--- config.mk ---
export PLATFORM = sky130hd
export DESIGN_NAME = mdu_sequencer
export DESIGN_NICKNAME = d
export VERILOG_FILES = /design/src/rtl/mips_defs_pkg.sv /design/src/rtl/mdu_shift_core.sv /design/src/rtl/mdu_sequencer.sv
export SDC_FILE = /design/constraint.sdc
export NUM_CORES = 1
export LEC_CHECK = 0
export ABC_AREA = 0
export CAP_MARGIN = 20
export CORE_ASPECT_RATIO = 0.5
export CORE_MARGIN = 1
export CORE_UTILIZATION = 40
export CTS_CLUSTER_DIAMETER = 200
export CTS_CLUSTER_SIZE = 10
export DETAILED_ROUTE_END_ITERATION = 7
export PLACE_DENSITY = 0.7
export SYNTH_ARGS = -nofsm -noshare
export SYNTH_HDL_FRONTEND = slang
export SYNTH_HIERARCHICAL = 1
export SYNTH_SLANG_ARGS = --single-unit
export TNS_END_PERCENT = 1
--- constraint.sdc ---
create_clock -name clk -period 10.4 [get_ports clk]
set_input_delay 2.08 -clock clk [delete_from_list [all_inputs] [get_ports clk]]
set_output_delay 2.08 -clock clk [all_outputs]
set_load 0.02 [all_outputs]
--- src/rtl/mips_defs_pkg.sv ---
// mips_defs: shared definitions for the multiply/divide unit.
//   - funct codes of the HI/LO and mult/div R-type instructions
//   - MDU controller state encoding
//   - default operand width
// No ports; imported by mdu_shift_core and mdu_sequencer.
package mips_defs;

    localparam int unsigned MDU_WIDTH = 32;

    localparam logic [5:0] FN_MFHI  = 6'b010000;
    localparam logic [5:0] FN_MTHI  = 6'b010001;
    localparam logic [5:0] FN_MFLO  = 6'b010010;
    localparam logic [5:0] FN_MTLO  = 6'b010011;
    localparam logic [5:0] FN_MULT  = 6'b011000;
    localparam logic [5:0] FN_MULTU = 6'b011001;
    localparam logic [5:0] FN_DIV   = 6'b011010;
    localparam logic [5:0] FN_DIVU  = 6'b011011;

    localparam logic [1:0] ST_IDLE  = 2'd0;
    localparam logic [1:0] ST_RUN   = 2'd1;
    localparam logic [1:0] ST_FIXUP = 2'd2;

    // MULT/MULTU/DIV/DIVU share the prefix 0110.
    function automatic logic is_muldiv(input logic [5:0] fn);
        return fn[5:2] == 4'b0110;
    endfunction

    // MFHI/MTHI/MFLO/MTLO share the prefix 0100.
    function automatic logic is_hilo_move(input logic [5:0] fn);
        return fn[5:2] == 4'b0100;
    endfunction

endpackage

--- src/rtl/mdu_shift_core.sv ---
// mdu_shift_core: combinational single-iteration datapath of the MDU.
// Ports:
//   i_is_div   - 1: restoring-division step, 0: shift-add multiply step
//   i_acc      - 2*WIDTH accumulator {upper, lower}
//   i_opnd     - multiplicand (mul) or divisor (div) magnitude
//   o_acc      - accumulator after one iteration
//   o_neg_prod - two's-complement negation of the full accumulator
//   o_neg_hi   - negation of the upper half
//   o_neg_lo   - negation of the lower half
module mdu_shift_core
    import mips_defs::*;
#(
    parameter int unsigned WIDTH = MDU_WIDTH
) (
    input  logic                 i_is_div,
    input  logic [2*WIDTH-1:0]   i_acc,
    input  logic [WIDTH-1:0]     i_opnd,
    output logic [2*WIDTH-1:0]   o_acc,
    output logic [2*WIDTH-1:0]   o_neg_prod,
    output logic [WIDTH-1:0]     o_neg_hi,
    output logic [WIDTH-1:0]     o_neg_lo
);

    logic [WIDTH:0]   w_sum;
    logic [WIDTH:0]   w_trial;
    logic [WIDTH-1:0] w_rem_sub;
    logic             w_fits;

    always_comb begin
        // Multiply: {upper, lower} holds {partial product, remaining multiplier};
        // add the multiplicand when the multiplier lsb is set, then shift right
        // with the carry dropping into the top bit.
        w_sum = {1'b0, i_acc[2*WIDTH-1:WIDTH]} + (i_acc[0] ? {1'b0, i_opnd} : '0);

        // Divide: {upper, lower} holds {partial remainder, remaining dividend};
        // shift left one bit, then subtract the divisor if it fits.
        w_trial   = i_acc[2*WIDTH-1:WIDTH-1];
        w_fits    = (w_trial >= {1'b0, i_opnd});
        // The difference is below the divisor, so WIDTH bits are enough.
        w_rem_sub = w_trial[WIDTH-1:0] - i_opnd;

        if (i_is_div) begin
            if (w_fits) begin
                o_acc = {w_rem_sub, i_acc[WIDTH-2:0], 1'b1};
            end else begin
                o_acc = {w_trial[WIDTH-1:0], i_acc[WIDTH-2:0], 1'b0};
            end
        end else begin
            o_acc = {w_sum, i_acc[WIDTH-1:1]};
        end
    end

    assign o_neg_prod = '0 - i_acc;
    assign o_neg_hi   = '0 - i_acc[2*WIDTH-1:WIDTH];
    assign o_neg_lo   = '0 - i_acc[WIDTH-1:0];

endmodule

--- src/rtl/mdu_sequencer.sv ---
// mdu_sequencer: iterative multiply/divide controller owning HI/LO.
// Executes MULT/MULTU/DIV/DIVU one bit per cycle (RUN), applies sign
// correction in FIXUP, serves MFHI/MFLO/MTHI/MTLO and stalls dependent
// HI/LO instructions while an operation is in flight.
// Ports:
//   clk, reset_n       - clock, asynchronous active-low reset
//   ex_valid, Function - R-type instruction in EX and its funct field
//   rs_data, rt_data   - operands A and B (MTHI/MTLO source is rs_data)
//   flush              - squash any in-flight operation
//   stall              - hold IF/ID/EX
//   busy               - operation in flight (RUN or FIXUP)
//   done, div_by_zero  - one-cycle completion pulses
//   hi, lo             - HI/LO registers
//   mf_data            - MFHI/MFLO read data, 0 for other functs
module mdu_sequencer
    import mips_defs::*;
#(
    parameter int unsigned WIDTH = MDU_WIDTH
) (
    input  logic             clk,
    input  logic             reset_n,
    input  logic             ex_valid,
    input  logic [5:0]       Function,
    input  logic [WIDTH-1:0] rs_data,
    input  logic [WIDTH-1:0] rt_data,
    input  logic             flush,
    output logic             stall,
    output logic             busy,
    output logic             done,
    output logic             div_by_zero,
    output logic [WIDTH-1:0] hi,
    output logic [WIDTH-1:0] lo,
    output logic [WIDTH-1:0] mf_data
);

    localparam int unsigned CW = $clog2(WIDTH);
    localparam logic [CW-1:0] LAST_CNT = CW'(WIDTH - 1);

    logic [1:0]         r_state;
    logic [CW-1:0]      r_cnt;
    logic [2*WIDTH-1:0] r_acc;
    logic [WIDTH-1:0]   r_opnd;
    logic               r_is_div;
    logic               r_neg_res;   // product/quotient must be negated
    logic               r_neg_rem;   // remainder takes the dividend's sign
    logic               r_dz;
    logic [WIDTH-1:0]   r_hi;
    logic [WIDTH-1:0]   r_lo;
    logic               r_done;
    logic               r_dz_pulse;

    logic [1:0]         w_state_next;
    logic [CW-1:0]      w_cnt_next;
    logic               w_accept;
    logic               w_signed;
    logic               w_is_div;
    logic               w_sa;
    logic               w_sb;
    logic               w_dz;
    logic [WIDTH-1:0]   w_mag_a;
    logic [WIDTH-1:0]   w_mag_b;
    logic               w_fixup_done;
    logic               w_mt_ok;
    logic [WIDTH-1:0]   w_res_hi;
    logic [WIDTH-1:0]   w_res_lo;
    logic [2*WIDTH-1:0] w_core_acc;
    logic [2*WIDTH-1:0] w_neg_prod;
    logic [WIDTH-1:0]   w_neg_hi;
    logic [WIDTH-1:0]   w_neg_lo;

    mdu_shift_core #(
        .WIDTH (WIDTH)
    ) u_core (
        .i_is_div   (r_is_div),
        .i_acc      (r_acc),
        .i_opnd     (r_opnd),
        .o_acc      (w_core_acc),
        .o_neg_prod (w_neg_prod),
        .o_neg_hi   (w_neg_hi),
        .o_neg_lo   (w_neg_lo)
    );

    // Operand decode at accept.
    always_comb begin
        w_signed = ~Function[0];
        w_is_div = Function[1];
        w_sa     = w_signed & rs_data[WIDTH-1];
        w_sb     = w_signed & rt_data[WIDTH-1];
        w_mag_a  = w_sa ? ('0 - rs_data) : rs_data;
        w_mag_b  = w_sb ? ('0 - rt_data) : rt_data;
        w_dz     = w_is_div & (rt_data == '0);
        w_accept = (r_state == ST_IDLE) & ex_valid & ~flush & is_muldiv(Function);
        w_mt_ok  = (r_state == ST_IDLE) & ex_valid & ~flush;
        w_fixup_done = (r_state == ST_FIXUP) & ~flush;
    end

    always_comb begin
        w_state_next = r_state;
        w_cnt_next   = r_cnt;
        case (r_state)
            ST_IDLE: begin
                if (w_accept) begin
                    w_cnt_next   = '0;
                    // A zero divisor has a fixed result; skip the iterations.
                    w_state_next = w_dz ? ST_FIXUP : ST_RUN;
                end
            end
            ST_RUN: begin
                if (r_cnt == LAST_CNT) begin
                    w_state_next = ST_FIXUP;
                end else begin
                    w_cnt_next = r_cnt + CW'(1);
                end
            end
            ST_FIXUP: w_state_next = ST_IDLE;
            default:  w_state_next = ST_IDLE;
        endcase
        if (flush) begin
            w_state_next = ST_IDLE;
            w_cnt_next   = '0;
        end
    end

    // Sign correction applied as the result is written to HI/LO.
    always_comb begin
        if (r_dz) begin
            w_res_hi = r_acc[WIDTH-1:0];
            w_res_lo = '1;
        end else if (r_is_div) begin
            w_res_hi = r_neg_rem ? w_neg_hi : r_acc[2*WIDTH-1:WIDTH];
            w_res_lo = r_neg_res ? w_neg_lo : r_acc[WIDTH-1:0];
        end else begin
            {w_res_hi, w_res_lo} = r_neg_res ? w_neg_prod : r_acc;
        end
    end

    always_ff @(posedge clk or negedge reset_n) begin
        if (!reset_n) begin
            r_state    <= ST_IDLE;
            r_cnt      <= '0;
            r_acc      <= '0;
            r_opnd     <= '0;
            r_is_div   <= 1'b0;
            r_neg_res  <= 1'b0;
            r_neg_rem  <= 1'b0;
            r_dz       <= 1'b0;
            r_hi       <= '0;
            r_lo       <= '0;
            r_done     <= 1'b0;
            r_dz_pulse <= 1'b0;
        end else begin
            r_state    <= w_state_next;
            r_cnt      <= w_cnt_next;
            r_done     <= w_fixup_done;
            r_dz_pulse <= w_fixup_done & r_dz;

            if (w_accept) begin
                r_is_div  <= w_is_div;
                r_neg_res <= w_sa ^ w_sb;
                r_neg_rem <= w_sa;
                r_dz      <= w_dz;
                r_opnd    <= w_is_div ? w_mag_b : w_mag_a;
                // Lower half seeds the dividend/multiplier; on divide-by-zero it
                // carries the raw rs_data through to HI.
                r_acc     <= {{WIDTH{1'b0}},
                              (w_dz ? rs_data : (w_is_div ? w_mag_a : w_mag_b))};
            end else if (r_state == ST_RUN) begin
                r_acc <= w_core_acc;
            end

            if (w_fixup_done) begin
                r_hi <= w_res_hi;
                r_lo <= w_res_lo;
            end else if (w_mt_ok && Function == FN_MTHI) begin
                r_hi <= rs_data;
            end else if (w_mt_ok && Function == FN_MTLO) begin
                r_lo <= rs_data;
            end
        end
    end

    always_comb begin
        busy  = (r_state != ST_IDLE);
        stall = ex_valid & busy & (is_muldiv(Function) | is_hilo_move(Function));
        if (Function == FN_MFHI) begin
            mf_data = r_hi;
        end else if (Function == FN_MFLO) begin
            mf_data = r_lo;
        end else begin
            mf_data = '0;
        end
    end

    assign done        = r_done;
    assign div_by_zero = r_dz_pulse;
    assign hi          = r_hi;
    assign lo          = r_lo;

endmodule

==> flow_summary.ini, run 1 <==
[status]
status = completed

[grt]
first_global_vias = 17000
grt_pass1_wl_mm = 99.8
grt_use_total_pct = 27.0
antenna_found_initial = 2
grt-ovfl-total = 0
grt_max_degree = 89

[sta]
hold_violations = 0
drv_slew = 0
rsz0062_at_grt = false
worst_slack_ns = 4.24
fin_skew_ns = 0.0147
tns_ns = 0
finalSetupViolCount = 0
max_slew_margin_pct = 30.3
finalCriticalPeriod_ns = 6.16
timing.fmax_ghz = 0.162
period_share_pct = 59.2
worst_pin_slew_ns = 1.04

[power_and_ir_drop]
powerDensity_nw_per_um2 = 236
leakagePower_nw = 8.28
ir_drop_mv = 0.141

[critical_path]
worstPathRequired_ns = 8.32
crit_start = Function[1]
r2r_start = r_acc[10]
critPathMaxStageDelay_ns = 0.65
endpoint_kind = output pin
crit_chain = buf_4 > buf_4 > mux2i_1 > nor2_1 > clkdlybuf4s50_1
cp_common_cell = buf_4
endpoint = mf_data[27]
arrival_ns = 4.08
path_class = input pin to output pin
timing.rr.end = hi[25]
r2r_cells = 14
cp-start-kind = input pin
worst_path_max_delay_cell = buf_4
rrSetupSlack_ns = 5.10
cp_max_fo = 53

[synthesis]
ys_seq_area_share_pct = 23.6
synth.area.mux_share_pct = 10.8
yosysUniqueCellTypes = 96
synth_top_family_by_area = compound AO/OA/AOI/OAI gates
synthSimpleGateAreaFrac_pct = 22.1
synthCells = 2441
synth_edf_count = 0
yosysWarnings = 6
avgSynthCellArea_um2 = 7.52
yosys.area_share.adder_pct = 4.99
synth_xor_area_share_pct = 9.21
syn_nets = 2587
synthesis.area_um2 = 18400
synth_flop_cell = dfrtp_1
synth-compound-area-share_pct = 23.0
synth-seq-cells = 173
async_flop_share_pct = 100

[drt]
finalWirelength_mm = 65.1
drt-pass1-iter-count = 6
avgViaCountPerCell = 6.09
wl_per_cell_um = 21.2
drc = 0
drtIter0Drc = 2135
num_vias = 18700
antenna_left = 0

[floorplanning]
die_h_um = 153
rows = 55
start_util_pct = 40.6
die_w_um = 305
ioPinCount = 174
die_area_um2 = 46800
core_um2 = 45200

[placement]
gp_congestion = 0.982
numPortBuffers = 173
place_inst = 3039
dp_slack_ns = 4.26
dp_hpwl_mm = 47.4

[cts]
post_cts_buffers = 0
cts_buffers = 17
cts_resized = 0
path_clk_slew_ns = 0.07
cts_hold_buf = 0
cts_sinks = 173
cts_root_buf = clkbuf_16
worstSkewPairLatency_ns = 0.47
cts_tree = yes
htree_num_levels = 4
cts_buffer_depth = 2

[finish]
drive_above_1_share_pct = 6.99
layout.nets = 2607
fillers = 4408
syn_to_final_growth_pct = 13.3
final_cells = 3074

[job]
maxCapViolations = 0

[min_path]
hold_class = flop to flop
==> sequential cells by signal, indices dropped and copies added (netlist names) <==
name         flops
r_neg_rem        1
lo              32
hi              32
div_by_zero      1
r_dz             1
r_acc           64
done             1
r_state          2
r_cnt            5
r_neg_res        1
r_is_div         1
r_opnd          32
==> metrics by stage <==
step	hold slack (ns)	instance area, µm²	utilization, %	power (mW)
floorplan	0.439	18400	-	3.38
global placement	0.480	20200	44.6	4.06
detailed placement	0.492	20200	44.6	4.11
CTS	0.507	20800	45.9	4.82
global route	0.530	20800	46.0	5.26
finish	0.510	20800	46.0	4.91
==> cell type report <==
| type | instances | area [µm²] | share of cell area, % |
|---|---|---|---|
| Inverter | 72 | 270 | 1.30 |
| Sequential cell | 173 | 4340 | 20.9 |
| Clock buffer | 19 | 443 | 2.13 |
| Antenna cell | 2 | 5.00 | 0.0241 |
| Clock inverter | 13 | 153 | 0.734 |
| Tap cell | 598 | 748 | 3.60 |
| Timing Repair Buffer | 194 | 1900 | 9.14 |
| Multi-Input combinational cell | 2003 | 12900 | 62.2 |
==> power breakdown <==
part	switching (mW)	total [mW]	leakage [nW]	internal, mW
registers	0.423	1.25	2.27	0.824
logic	1.72	2.97	5.72	1.25
clock network	0.320	0.688	0.293	0.367
total	2.46	4.91	8.28	2.44
==> cells in the final DEF (no fill, tap or decap), types with 70 or more instances in the layout <==
master,n
clkdlybuf4s50_1,171
ha_1,70
dfrtp_1,170
a21oi_1,160
xor2_1,89
nor2_1,215
inv_1,71
xnor2_1,104
o21ai_0,201
mux2i_1,121
nand2_1,406
==> critical path, delay by kind of cell <==
kind,cells,cell delay (ns)
buffers and inverters,3,1.66
muxes,1,0.18
and+or+nand+nor,1,0.14
==> cells in the mapped netlist (10+ instances only) <==
master | number | area [µm²]
nor2b_1 | 12 | 75.1
a21oi_1 | 160 | 801
xnor2_1 | 104 | 911
a31oi_1 | 41 | 257
mux2i_1 | 121 | 1210
o21ai_0 | 201 | 1010
o21bai_1 | 11 | 82.6
and2_1 | 10 | 62.6
o22ai_1 | 37 | 231
a221o_1 | 12 | 120
mux2_2 | 69 | 777
or4_1 | 16 | 120
clkbuf_1 | 127 | 477
a21o_1 | 33 | 248
o221ai_1 | 12 | 105
nor4_1 | 26 | 163
or3_1 | 16 | 100
ha_1 | 70 | 876
o31ai_1 | 18 | 135
o211ai_1 | 50 | 375
buf_1 | 22 | 82.6
inv_1 | 71 | 267
dfrtp_1 | 173 | 4330
nand3_1 | 31 | 155
nor2_1 | 215 | 807
nand4_1 | 14 | 87.6
a211oi_1 | 11 | 82.6
xor2_1 | 89 | 780
buf_4 | 35 | 263
nand2_1 | 407 | 1530
nand2b_1 | 22 | 138
and3_1 | 12 | 75.1
nor3_1 | 40 | 200
==> metal layers <==
| layer | vias to the layer above | global-route usage (%) | wire [µm] |
|---|---|---|---|
| met3 | 138 | 7.56 | 7300 |
| li1 | 8748 | - | - |
| met2 | 924 | 39.9 | 27400 |
| met5 | - | 0 | 0 |
| met1 | 8917 | 37.7 | 28300 |
| met4 | 0 | 8.97 | 2030 |
==> cell families after synthesis <==
logic type,Yosys count
and+or+nand+nor,871
AOI/OAI and AO/OA,677
buffers and inverters,265
xor gates and xnor gates,193
muxes,190
DFF,173
adders and majority gates,72
==> how the worst min path moves through the flow <==
stage	from	endpoint	cells after the start
after floorplan	r_opnd[13]	r_opnd[13]	2
final	r_opnd[31]	r_opnd[31]	1
after global routing	r_cnt[4]	r_cnt[4]	1
after global placement	r_neg_rem	r_neg_rem	2
after detailed placement	r_opnd[31]	r_opnd[31]	1
after CTS	r_opnd[31]	r_opnd[31]	1
No activity file was read; power rests on OpenSTA's default activity.
==> inputs of run 2 (changes only) <==
clock period = 6 ns   (was 10.4 ns; I/O delays follow)
==> run 2 against run 1 <==
The run now ends with design-rule violations left. Hold slack got worse by 0.030 ns. Largest cell class unchanged. Sequential power increased by 75%. Critical path depth increased by 8. Final area increased by 0.33%.
==> flow_summary.ini, run 2 (synthesized netlist as in run 1, its figures left out) <==
[power_and_ir_drop]
seq_power_share_pct = 25.6
switching_power_mw = 4.40
power_mw = 8.57
internal-power_mw = 4.17
ir_drop_mv = 0.202
powerDensity_nw_per_um2 = 411
combPwrFrac_pct = 60.6
switching_share_pct = 51.3
leakagePower_nw = 8.32
power.share.clock_pct = 13.8

[cts]
cts_resized = 0
cts_buffer_depth = 2
worstSkewPairLatency_ns = 0.47
htree_num_levels = 4
cts_buffers = 17
cts_sinks = 173
post_cts_buffers = 0
cts_tree = yes
cts_hold_buf = 0
cts_root_buf = clkbuf_16
path_clk_slew_ns = 0.08

[grt]
grt_pass1_wl_mm = 103
antenna_found_initial = 1
grt-ovfl-total = 0
grt_use_total_pct = 28.2
grt_max_degree = 96
first_global_vias = 17100

[finish]
largest_reg_flops = 64
regMostFlops = r_acc
syn_to_final_growth_pct = 13.6
final_cells = 3079
drive_above_1_share_pct = 7.22
final_common_cell = nand2_1
final_core_util_pct = 46.1
fillers = 4444
mostFrequentLayoutCells = nand2_1 (406), nor2_1 (215), o21ai_0 (201)
layout.nets = 2613

[sta]
drv_slew = 0
worst_pin_slew_ns = 1.19
worst_slack_ns = 1.28
timing.fmax_ghz = 0.212
max_slew_margin_pct = 20.6
finalSetupViolCount = 0
finalCriticalPeriod_ns = 4.72
fin_skew_ns = 0.0170
period_share_pct = 78.7
tns_ns = 0
rsz0062_at_grt = false
hold_violations = 0

[floorplanning]
die_w_um = 305
ioPinCount = 174
core_um2 = 45200
start_util_pct = 40.6
die_area_um2 = 46800
die_h_um = 153
rows = 55

[min_path]
hold_class = flop to flop
min_path_cells = 2

[drt]
num_vias = 18800
finalWirelength_mm = 67.8
wl_per_cell_um = 22.0
antenna_left = 0
drt-pass1-iter-count = 8
drc = 5
avgViaCountPerCell = 6.12
drtIter0Drc = 2640

[critical_path]
cp-start-kind = flop
endpoint_kind = flop
r2r_cells = 13
path_class = flop to flop
arrival_ns = 5.07
cp_max_fo = 10
worstPathRequired_ns = 6.35

[placement]
gp_congestion = 0.983
dp_hpwl_mm = 48.6
numPortBuffers = 173
dp_slack_ns = 1.44
place_inst = 3045

[job]
maxCapViolations = 0

[status]
violations = design-rule violations
status = finished, violations left
-- run 2: cell types whose count changed in the layout (fill, tap and decap cells not counted), sizes merged --
cell / change
clkbuf: -1
clkinv: +4
bufinv: -2
diode: -1
clkinvlp: -1
buf: +6
-- run 2: metal layers --
layer	up-vias	routed length, µm	GRT usage, %
met4	0	1700	8.59
met1	8990	30000	40.3
li1	8735	-	-
met3	122	7470	7.43
met5	-	0	0
met2	998	28600	41.1
-- run 2: worst paths after layout --
kind | from | endpoint | slack [ns]
setup reg to reg | r_acc[10] | hi[7] | 1.28
min in group asynchronous | reset_n | r_acc[60] | 0.79
max in group asynchronous | reset_n | r_is_div | 4.06
hold reg to reg | r_opnd[4] | r_opnd[4] | 0.48
setup / recovery | r_acc[10] | hi[7] | 1.28
hold / removal | r_opnd[4] | r_opnd[4] | 0.48
-- run 2: layout make-up --
cell class                      count  area [µm²]  share of cell area [%]
Clock buffer                       18         429                    2.06
Inverter                           72         270                    1.30
Sequential cell                   173        4340                    20.8
Antenna cell                        1        2.50                  0.0120
Timing Repair Buffer              200        1970                    9.42
Multi-Input combinational cell   2003       12900                    62.0
Clock inverter                     14         173                   0.828
Tap cell                          598         748                    3.59
-- run 2: power groups by stage --
stage / Combinational, mW / Sequential, mW / Clock (mW)
2_1_floorplan: 3.97 / 1.89 / 0
3_3_place_gp: 4.94 / 2.15 / 0
3_5_place_dp: 5.00 / 2.17 / 0
4_1_cts: 5.04 / 2.15 / 1.19
5_1_grt: 5.66 / 2.23 / 1.23
6_report: 5.20 / 2.19 / 1.18
-- run 2: critical path: stages, from the launching register on --
cell	delay [ns]
dfrtp_1	0.49
or4_1	0.63
nor4_1	0.36
nand3_1	0.29
or3_1	0.57
nor4_4	0.40
nand3_1	0.30
nor3_1	0.26
xnor2_1	0.10
mux2_2	0.27
o21ai_0	0.58
o211ai_1	0.15
o21ai_0	0.10
o21ai_0	0.10
-- run 2: stage by stage --
stage | cell area (µm²) | hold slack [ns]
floorplan | 18400 | 0.439
global placement | 20200 | 0.452
detailed placement | 20200 | 0.466
CTS | 20800 | 0.485
global route | 20900 | 0.499
finish | 20900 | 0.479
